**src/rtl/adc_capture_pkg.sv**
```systemverilog
// adc_capture_pkg: shared FSM state encodings and capture mode constants
package adc_capture_pkg;
  typedef logic [1:0] state_t;
  localparam state_t IDLE      = 2'd0;
  localparam state_t WAIT_TRIG = 2'd1;
  localparam state_t CAPTURE   = 2'd2;
  localparam state_t DONE      = 2'd3;
  localparam logic MODE_FREE = 1'b0;
  localparam logic MODE_TRIG = 1'b1;
endpackage

```
**src/rtl/adc_capture_trig_det.sv**
```systemverilog
// adc_trig_det: level-crossing detector over accepted samples, first sample after clear only primes
module adc_trig_det #(
  parameter int SAMPLE_W = 10
) (
  input  logic                clk50,
  input  logic                reset,
  input  logic                clr,
  input  logic                en,
  input  logic                rising,
  input  logic [SAMPLE_W-1:0] cur,
  input  logic [SAMPLE_W-1:0] level,
  output logic                hit
);
  logic [SAMPLE_W-1:0] prev;
  logic                primed;
  always_ff @(posedge clk50) begin
    if (reset || clr) begin
      prev   <= '0;
      primed <= 1'b0;
    end else if (en) begin
      prev   <= cur;
      primed <= 1'b1;
    end
  end
  assign hit = en && primed && (rising ? (prev < level && cur >= level)
                                       : (prev >= level && cur < level));
endmodule

```
**src/rtl/adc_capture.sv**
```systemverilog
// adc_capture: registers ADC samples, decimates, packs LANES samples per FIFO word, free-run or triggered frames
module adc_capture
  import adc_capture_pkg::*;
#(
  parameter int SAMPLE_W = 10,
  parameter int LANES    = 4,
  parameter int DECIM_W  = 8,
  parameter int LEN_W    = 16,
  localparam int WORD_W  = SAMPLE_W * LANES
) (
  input  logic                clk50,
  input  logic                reset,
  input  logic [SAMPLE_W-1:0] adpin,
  input  logic                adcovr,
  input  logic                arm,
  input  logic                trig_mode,
  input  logic                trig_rising,
  input  logic [SAMPLE_W-1:0] trig_level,
  input  logic [DECIM_W-1:0]  decim,
  input  logic [LEN_W-1:0]    frame_len,
  input  logic                afull,
  output logic [WORD_W-1:0]   odata,
  output logic                wren,
  output logic                busy,
  output logic                done,
  output logic                ovr_sticky,
  output logic [15:0]         drop_cnt
);
  localparam int LW = LANES > 1 ? $clog2(LANES) : 1;
  state_t                    state, nxt;
  logic [SAMPLE_W-1:0]       in_reg, level_l;
  logic                      ovr_reg, mode_l, rising_l;
  logic [DECIM_W-1:0]        decim_l, dcnt;
  logic [LEN_W-1:0]          len_l, wcnt;
  logic [LW-1:0]             lane;
  logic [WORD_W-1:0]         shreg, pack_word, shifted;
  logic [WORD_W+SAMPLE_W-1:0] cat;
  logic                      word_vld, leave, accept, hit, pack, last, word_end, frame_end;
  assign leave     = state == IDLE && arm;
  assign busy      = state == WAIT_TRIG || state == CAPTURE;
  assign done      = state == DONE;
  assign accept    = busy && dcnt == '0;
  assign pack      = accept && (state == CAPTURE || (hit && len_l != '0));
  assign last      = lane == LW'(LANES - 1);
  assign cat       = {in_reg, shreg};
  assign shifted   = WORD_W'(cat >> SAMPLE_W);
  // word bookkeeping happens one cycle after packing, aligned with the FIFO write
  assign word_end  = word_vld && state == CAPTURE;
  assign frame_end = word_end && mode_l == MODE_TRIG && wcnt + 1'b1 == len_l;
  adc_trig_det #(.SAMPLE_W(SAMPLE_W)) u_trig (
    .clk50(clk50), .reset(reset), .clr(leave), .en(accept && state == WAIT_TRIG),
    .rising(rising_l), .cur(in_reg), .level(level_l), .hit(hit)
  );
  always_comb begin
    nxt = (state != IDLE && !arm) ? IDLE :
          leave ? (trig_mode == MODE_TRIG ? WAIT_TRIG : CAPTURE) :
          (state == WAIT_TRIG && hit) ? (len_l == '0 ? DONE : CAPTURE) :
          frame_end ? DONE : state;
  end
  always_ff @(posedge clk50) begin
    if (reset) begin
      state <= IDLE;
      in_reg <= '0;
      ovr_reg <= 1'b0;
      mode_l <= MODE_FREE;
      rising_l <= 1'b0;
      level_l <= '0;
      decim_l <= '0;
      len_l <= '0;
      dcnt <= '0;
      lane <= '0;
      wcnt <= '0;
      shreg <= '0;
      pack_word <= '0;
      word_vld <= 1'b0;
      odata <= '0;
      wren <= 1'b0;
      ovr_sticky <= 1'b0;
      drop_cnt <= '0;
    end else begin
      state <= nxt;
      in_reg <= adpin;
      ovr_reg <= adcovr;
      wren <= word_end && !afull;
      if (word_end && !afull) odata <= pack_word;
      if (word_end && afull && drop_cnt != 16'hFFFF) drop_cnt <= drop_cnt + 1'b1;
      if (word_end) wcnt <= wcnt + 1'b1;
      word_vld <= pack && last;
      if (busy) dcnt <= dcnt == decim_l ? '0 : dcnt + 1'b1;
      if (pack) begin
        shreg <= shifted;
        lane <= last ? '0 : lane + 1'b1;
        if (last) pack_word <= shifted;
        if (ovr_reg) ovr_sticky <= 1'b1;
      end
      if (leave) begin
        mode_l <= trig_mode;
        rising_l <= trig_rising;
        level_l <= trig_level;
        decim_l <= decim;
        len_l <= frame_len;
        ovr_sticky <= 1'b0;
        drop_cnt <= '0;
        lane <= '0;
        dcnt <= '0;
        wcnt <= '0;
      end
    end
  end
endmodule

```
**config.mk**
```make
export PLATFORM = sky130hd
export DESIGN_NAME = adc_capture
export DESIGN_NICKNAME = d
export VERILOG_FILES = /design/src/rtl/adc_capture_pkg.sv /design/src/rtl/adc_capture_trig_det.sv /design/src/rtl/adc_capture.sv
export SDC_FILE = /design/constraint.sdc
export NUM_CORES = 1
export LEC_CHECK = 0
export ABC_CLOCK_PERIOD_IN_PS = 7500
export BUFFER_PORTS_ARGS = -buffer_cell sky130_fd_sc_hd__buf_2
export CAP_MARGIN = 15
export CORE_ASPECT_RATIO = 1.5
export CORE_MARGIN = 1.5
export CORE_UTILIZATION = 40
export CTS_CLUSTER_DIAMETER = 100
export CTS_CLUSTER_SIZE = 10
export DETAILED_ROUTE_END_ITERATION = 6
export GPL_TIMING_DRIVEN = 0
export HOLD_SLACK_MARGIN = 0.12
export PLACE_DENSITY = 0.57
export SYNTH_ARGS = -nofsm -noshare
export SYNTH_HDL_FRONTEND = slang
export SYNTH_HIERARCHICAL = 1
export SYNTH_SLANG_ARGS = --single-unit
```
**constraint.sdc**
```tcl
create_clock -name clk50 -period 7.5 [get_ports clk50]
set_clock_uncertainty 0.2 [all_clocks]
set_input_delay 2.25 -clock clk50 [delete_from_list [all_inputs] [get_ports clk50]]
set_output_delay 2.25 -clock clk50 [all_outputs]
set_load 0.005 [all_outputs]
```
Yosys cells after proc, flatten, opt, wreduce, memory -nomap -nowiden
Index checks and enable logic that the tools add are counted.
{"block": "word_totals", "latch_bits": 0, "out_inout_bits": 60, "romBits": 0, "register_bits": 225, "memories": 0, "wordCells": 76, "ramBits": 0}
{"block": "op_classes", "n_bitwise": 0, "n_mul": 0, "add_sub_neg": 4, "muxes": 8, "order_cmp": 4, "shift": 0, "reduce_logical": 33, "n_eq_ne": 7, "n_div": 0}
{"cell": "16-bit by 1-bit adder with 16-bit output, second input constant", "count": 2}
{"cell": "10-bit greater-or-equal comparator", "count": 2}
{"cell": "10-bit < comparator", "count": 2}
{"cell": "1-bit logical AND", "count": 18}
{"cell": "16-bit equality test", "count": 1}
{"cell": "16-bit zero test", "count": 1}
{"cell": "16-bit != test, second input constant", "count": 1}
{"cell": "16-bit nonzero test", "count": 1}
{"cell": "2-bit 2-to-1 mux", "count": 5}
{"cell": "8-bit by 1-bit adder with 8-bit output, second input constant", "count": 1}
{"cell": "8-bit equality test", "count": 1}
{"cell": "8-bit zero test", "count": 1}
{"cell": "8-bit 2-to-1 mux", "count": 1}
{"cell": "2-bit equality test, second input constant", "count": 3}
{"cell": "2-bit AND reduction", "count": 2}
{"cell": "2-bit OR reduction", "count": 2}
{"cell": "1-bit logical OR", "count": 3}
{"cell": "3-bit nonzero test", "count": 1}
{"cell": "2-bit by 1-bit adder with 2-bit output, second input constant", "count": 1}
{"cell": "2-bit by 1-bit equality test with 1-bit output, second input constant", "count": 1}
{"cell": "1-bit zero test", "count": 2}
{"cell": "2-bit zero test", "count": 1}
{"cell": "1-bit 2-to-1 mux", "count": 2}
{"cell": "2-bit nonzero test", "count": 1}

Depth between registers and ports, before layout
{"block": "depth", "word_depth": 10, "depth_mapped": 16, "mapped_depth_nobuf": 13}

Hierarchy
The synthesis kept the hierarchy.
{"mod": "adc_capture", "seq_area_each_um2": 4083.9, "area_per_inst_um2": 7986.4, "instances": 1, "cells_each": 994}
{"mod": "adc_trig_det", "seq_area_each_um2": 220.2, "area_per_inst_um2": 894.6, "instances": 1, "cells_each": 104}

Least setup slack after synthesis
No wires, ideal clock.
{"block": "synth_path", "path_kind": "input to register", "from": "in reset", "to": "reg drop_cnt[0]", "path_buffers": 3, "arrival_ps": 3150, "path_stages": 5, "setup_slack_ps": 4022, "path_cell_list": "clkbuf_1 nand2b_1 clkbuf_1 clkbuf_1 nor2_1"}
{"block": "synth_via", "elab_chain_len": 1}
{"element": "start, declared", "line_no": "adc_capture.sv:12", "source": "input logic reset,"}
{"element": "2-bit OR reduction (no source line)"}
{"element": "end signal, assigned", "line_no": "adc_capture.sv:86", "source": "if (word_end && afull && drop_cnt != 16'hFFFF) drop_cnt <= drop_cnt + 1'b1;"}
{"element": "end, declared", "line_no": "adc_capture.sv:27", "source": "output logic [15:0] drop_cnt"}
Every way passes these cells.
A chain may end at the register's enable or synchronous reset.

Worst setup path in the final report
{"block": "layout_path", "from": "reg state[1]", "to": "reg pack_word[29]"}
{"block": "layout_via", "elab_chain_len": 10, "elab_cells_between_ends": 11, "classes_between": "eq/ne (2); reduce/logical (9)"}
{"element": "start, declared", "line_no": "adc_capture.sv:30", "source": "state_t state, nxt;"}
{"element": "start signal, assigned", "line_no": "adc_capture.sv:81", "source": "state <= nxt;"}
{"element": "2-bit by 1-bit equality test with 1-bit output / 2-bit equality test (equally long branches)", "line_no": "adc_capture.sv:40, adc_capture.sv:51"}
{"element": "1-bit logical OR", "line_no": "adc_capture.sv:40", "source": "assign busy = state == WAIT_TRIG || state == CAPTURE;"}
{"element": "1-bit logical AND", "line_no": "adc_capture.sv:42", "source": "assign accept = busy && dcnt == '0;"}
{"element": "1-bit logical AND *", "line_no": "adc_capture.sv:51", "source": ".clk50(clk50), .reset(reset), .clr(leave), .en(accept && state == WAIT_TRIG),"}
{"element": "1-bit logical AND * (2 in series)", "line_no": "adc_capture_trig_det.sv:25", "source": "assign hit = en && primed && (rising ? (prev < level && cur >= level)"}
{"element": "via hit", "line_no": "adc_capture.sv:38", "source": "logic word_vld, leave, accept, hit, pack, last, word_end, frame_end;"}
{"element": "1-bit logical AND *", "line_no": "adc_capture.sv:43", "source": "assign pack = accept && (state == CAPTURE || (hit && len_l != '0));"}
{"element": "1-bit logical OR *", "line_no": "adc_capture.sv:43"}
{"element": "1-bit logical AND *", "line_no": "adc_capture.sv:43"}
{"element": "2-bit AND reduction (no source line) *"}
{"element": "end signal, assigned", "line_no": "adc_capture.sv:93", "source": "if (last) pack_word <= shifted;"}
{"element": "end, declared", "line_no": "adc_capture.sv:36", "source": "logic [WORD_W-1:0] shreg, pack_word, shifted;"}
The timed path passes the listed nets; every way through them passes the cells marked *.

==> reports/metrics.yaml <==
run_status:
  status: "finished clean"
cts:
  ctsHtreeMaxLevel: 1
  cts_tree: "built"
  cts_setup_buffers: 0
  insertion_delay_ns: 0.50
  clk_path_buf_depth: 3
  cts_resized: 0
  ctsHoldBuffers: 0
  cts_buffers: 25
  clk_pin_slew_worst_paths_ns: 0.05
  root_buffer: "clkbuf_16"
  cts.sinks: 215
floorplanning:
  die_h_um: 185
  pin_count: 111
  rows: 66
  start_util: 0.409
  die_area_um2: 23100
  die_w_um: 125
  core_area_um2: 21700
final_layout:
  layout_commonest_cell: "nand2_1"
  fillers: 2179
  layout.nets: 1315
  regArea_um2: 4300
  final_cell_mix: "nand2_1, dfxtp_1, a21oi_1, buf_2, nor2_1"
  drive_above_1_share: 0.126
  design_area_um2: 10400
  top_regs: "odata (40), pack_word (40), shreg (30)"
  multi_input_area_um2: 4200
  post-route-util: 0.479
  syn_to_final_growth_pct: 17.2
routing:
  routed_wirelength_mm: 21.6
  drc_errors: 0
  dr.pass1.iters: 4
  viasPerCell: 4.96
  vias: 7475
  dr.first_iter.drc_count: 258
  wl_per_cell_um: 14.3
  drtAntennaViolNets: 0
critical_path:
  max_stage_delay_ns: 0.59
  cp-end-kind: "register"
  path_class: "reg2reg"
  regToRegSetupSlack_ns: 3.15
  regToRegEndpoint: "pack_word[29]$_SDFFE_PP0P_"
  critPathSlowestCell: "nor4b_1"
  worstPathRequired_ns: 7.73
  cp_max_fo: 10
  reg2reg_depth: 15
  crit_path_cell_trace: "inv_1 -> ha_1 -> buf_4 -> nor4b_1 -> and3_1 -> buf_2 -> nand2_1 -> a21oi_2 -> inv_1 -> a41oi_1 -> o211ai_2 -> nor2_1 -> clkbuf_1 -> nand2_1 -> a21oi_1"
  regToRegStartpoint: "state[1]$_SDFFE_PP0P_"
  critPathArrivalTime_ns: 4.58
  critPathLaunchType: "register"
global_route:
  grt_pass1_vias: 7159
  grt_max_degree: 12
  grt_first_pass_wirelength_mm: 35.0
  grt_overflow: 0
  grt_usage: 0.185
  use_met2: 0.357
  grt_util_met3: 0.0250
  grt_busiest_layer: "met2"
  met1_usage: 0.207
  antenna_found_initial: 1
placed_design:
  gp_congestion: 0.856
  portBuffers: 110
  place_hpwl_mm: 16.5
  dpl_cell_area_um2: 9770
power_and_ir_drop:
  cellLeakagePower_nw: 3.86
  vdd_drop_max_uv: 155
  pwr_density_cell_nw_per_um2: 230
timing:
  setup-violations-final: 0
  fmax_ghz: 0.230
  period_minus_slack_ns: 4.35
  maxSlewHeadroom: 0.530
  post-route-period-util: 0.581
  rsz0062_at_grt: "no"
  finalHoldViolCount: 0
  max_slew.worst_pin.slew_ns: 0.696
  setup_tns_ns: 0
  slew_violations: 0
hold_path:
  hold_path.class: "reg2reg"
  whs_path_depth: 2
  min_delay_worst_endpoint: "odata[9]$_SDFFE_PP0P_"
  min_from: "odata[9]$_SDFFE_PP0P_"
logic_synthesis:
  yosysTopAreaCellShare: 0.485
  syn_avg_cell_area_um2: 8.09
  yosys-top-cells-area: "dfxtp_1, nand2_1, a21oi_1"
  syn-instance-count: 1098
  yosys_warnings: 6
  syn_area_um2: 8880
  ys_async_sr_fraction: 0
  synth-edff-count: 0
  ys_ff_latch: 215
  seq_area_frac_synth: 0.485
  netlist-cell-type-count: 55
  synthFlopType: "dfxtp_1"
  syn_nets: 1178
  synth_top_area_cell: "dfxtp_1"
run:
  max_cap_viol_count: 0
==> critical path, delay by kind of cell, from the launching register on <==
| family | cells | cell delay, ns |
|---|---|---|
| AO/OA/AOI/OAI | 4 | 0.79 |
| AND/OR/NAND/NOR | 5 | 1.57 |
| adder cells (fa/ha/maj) | 1 | 0.31 |
| flip-flops | 1 | 0.39 |
| buffers and inverters | 5 | 1.04 |
==> worst max-delay path by stage <==
stage	from	to	slack, ns	cells past startpoint
6_report	state[1]$_SDFFE_PP0P_	pack_word[29]$_SDFFE_PP0P_	3.15	15
5_1_grt	state[1]$_SDFFE_PP0P_	pack_word[29]$_SDFFE_PP0P_	2.84	15
4_1_cts	state[1]$_SDFFE_PP0P_	pack_word[29]$_SDFFE_PP0P_	3.15	15
3_5_place_dp	state[0]$_SDFFE_PP0P_	pack_word[29]$_SDFFE_PP0P_	3.17	15
3_3_place_gp	state[1]$_SDFFE_PP0P_	pack_word[29]$_SDFFE_PP0P_	3.13	15
2_1_floorplan	reset	drop_cnt[0]$_SDFFE_PP0P_	4.02	5
==> final cells by class <==
type	count	share of cell area
flip-flops and latches	215	0.414
diodes	1	0.000240
clock buffers	25	0.0601
inverters	30	0.0108
well taps	272	0.0327
repair buffers	110	0.0529
plain buffers	62	0.0250
multi-input cells	791	0.404
clock inverters	1	0.000721
==> power breakdown <==
part / internal, mW / total [mW] / switching (mW)
clock: 0.583 / 0.999 / 0.416
sequential: 1.17 / 1.19 / 0.0233
combinational: 0.0752 / 0.199 / 0.124
total: 1.83 / 2.39 / 0.564
==> stage by stage <==
step / hold WS [ns] / instances / setup WS (ns) / total power, mW
after global routing: 0.263 / 1507 / 2.84 / 2.50
after detailed placement: 0.243 / 1480 / 3.17 / 1.42
final: 0.248 / 1507 / 3.15 / 2.39
after floorplan: 0.232 / 1098 / 4.02 / 1.35
after global placement: 0.238 / 1480 / 3.13 / 1.42
after CTS: 0.251 / 1506 / 3.15 / 2.42
==> synth_stat cells, drive strengths merged (4+ instances only) <==
master / count
clkbuf: 47
nand2: 326
buf: 15
dfxtp: 215
nand3: 14
nor4: 9
mux2i: 11
and4: 5
a21oi: 168
nand2b: 6
nor2b: 11
or4: 4
o21ai: 7
nand4: 12
ha: 29
and3: 4
nor2: 68
or3: 5
xnor2: 37
xor2: 23
nor3: 12
inv: 30
==> per-layer routing <==
metal,vias to the layer above,part of all wire
li1,3893,-
met1,3411,0.41
met2,138,0.52
met3,33,0.039
met4,0,0.025
met5,-,0
==> cell families after synthesis <==
logic type / count (synthesis) / share of synthesized area
AOI/OAI and AO/OA: 203 / 0.126
xor gates and xnor gates: 60 / 0.0592
adders and majority gates: 29 / 0.0409
buffers and inverters: 92 / 0.0420
DFF: 215 / 0.485
muxes: 11 / 0.0124
and+or+nand+nor: 488 / 0.235
(Power assumes the default switching activity.)
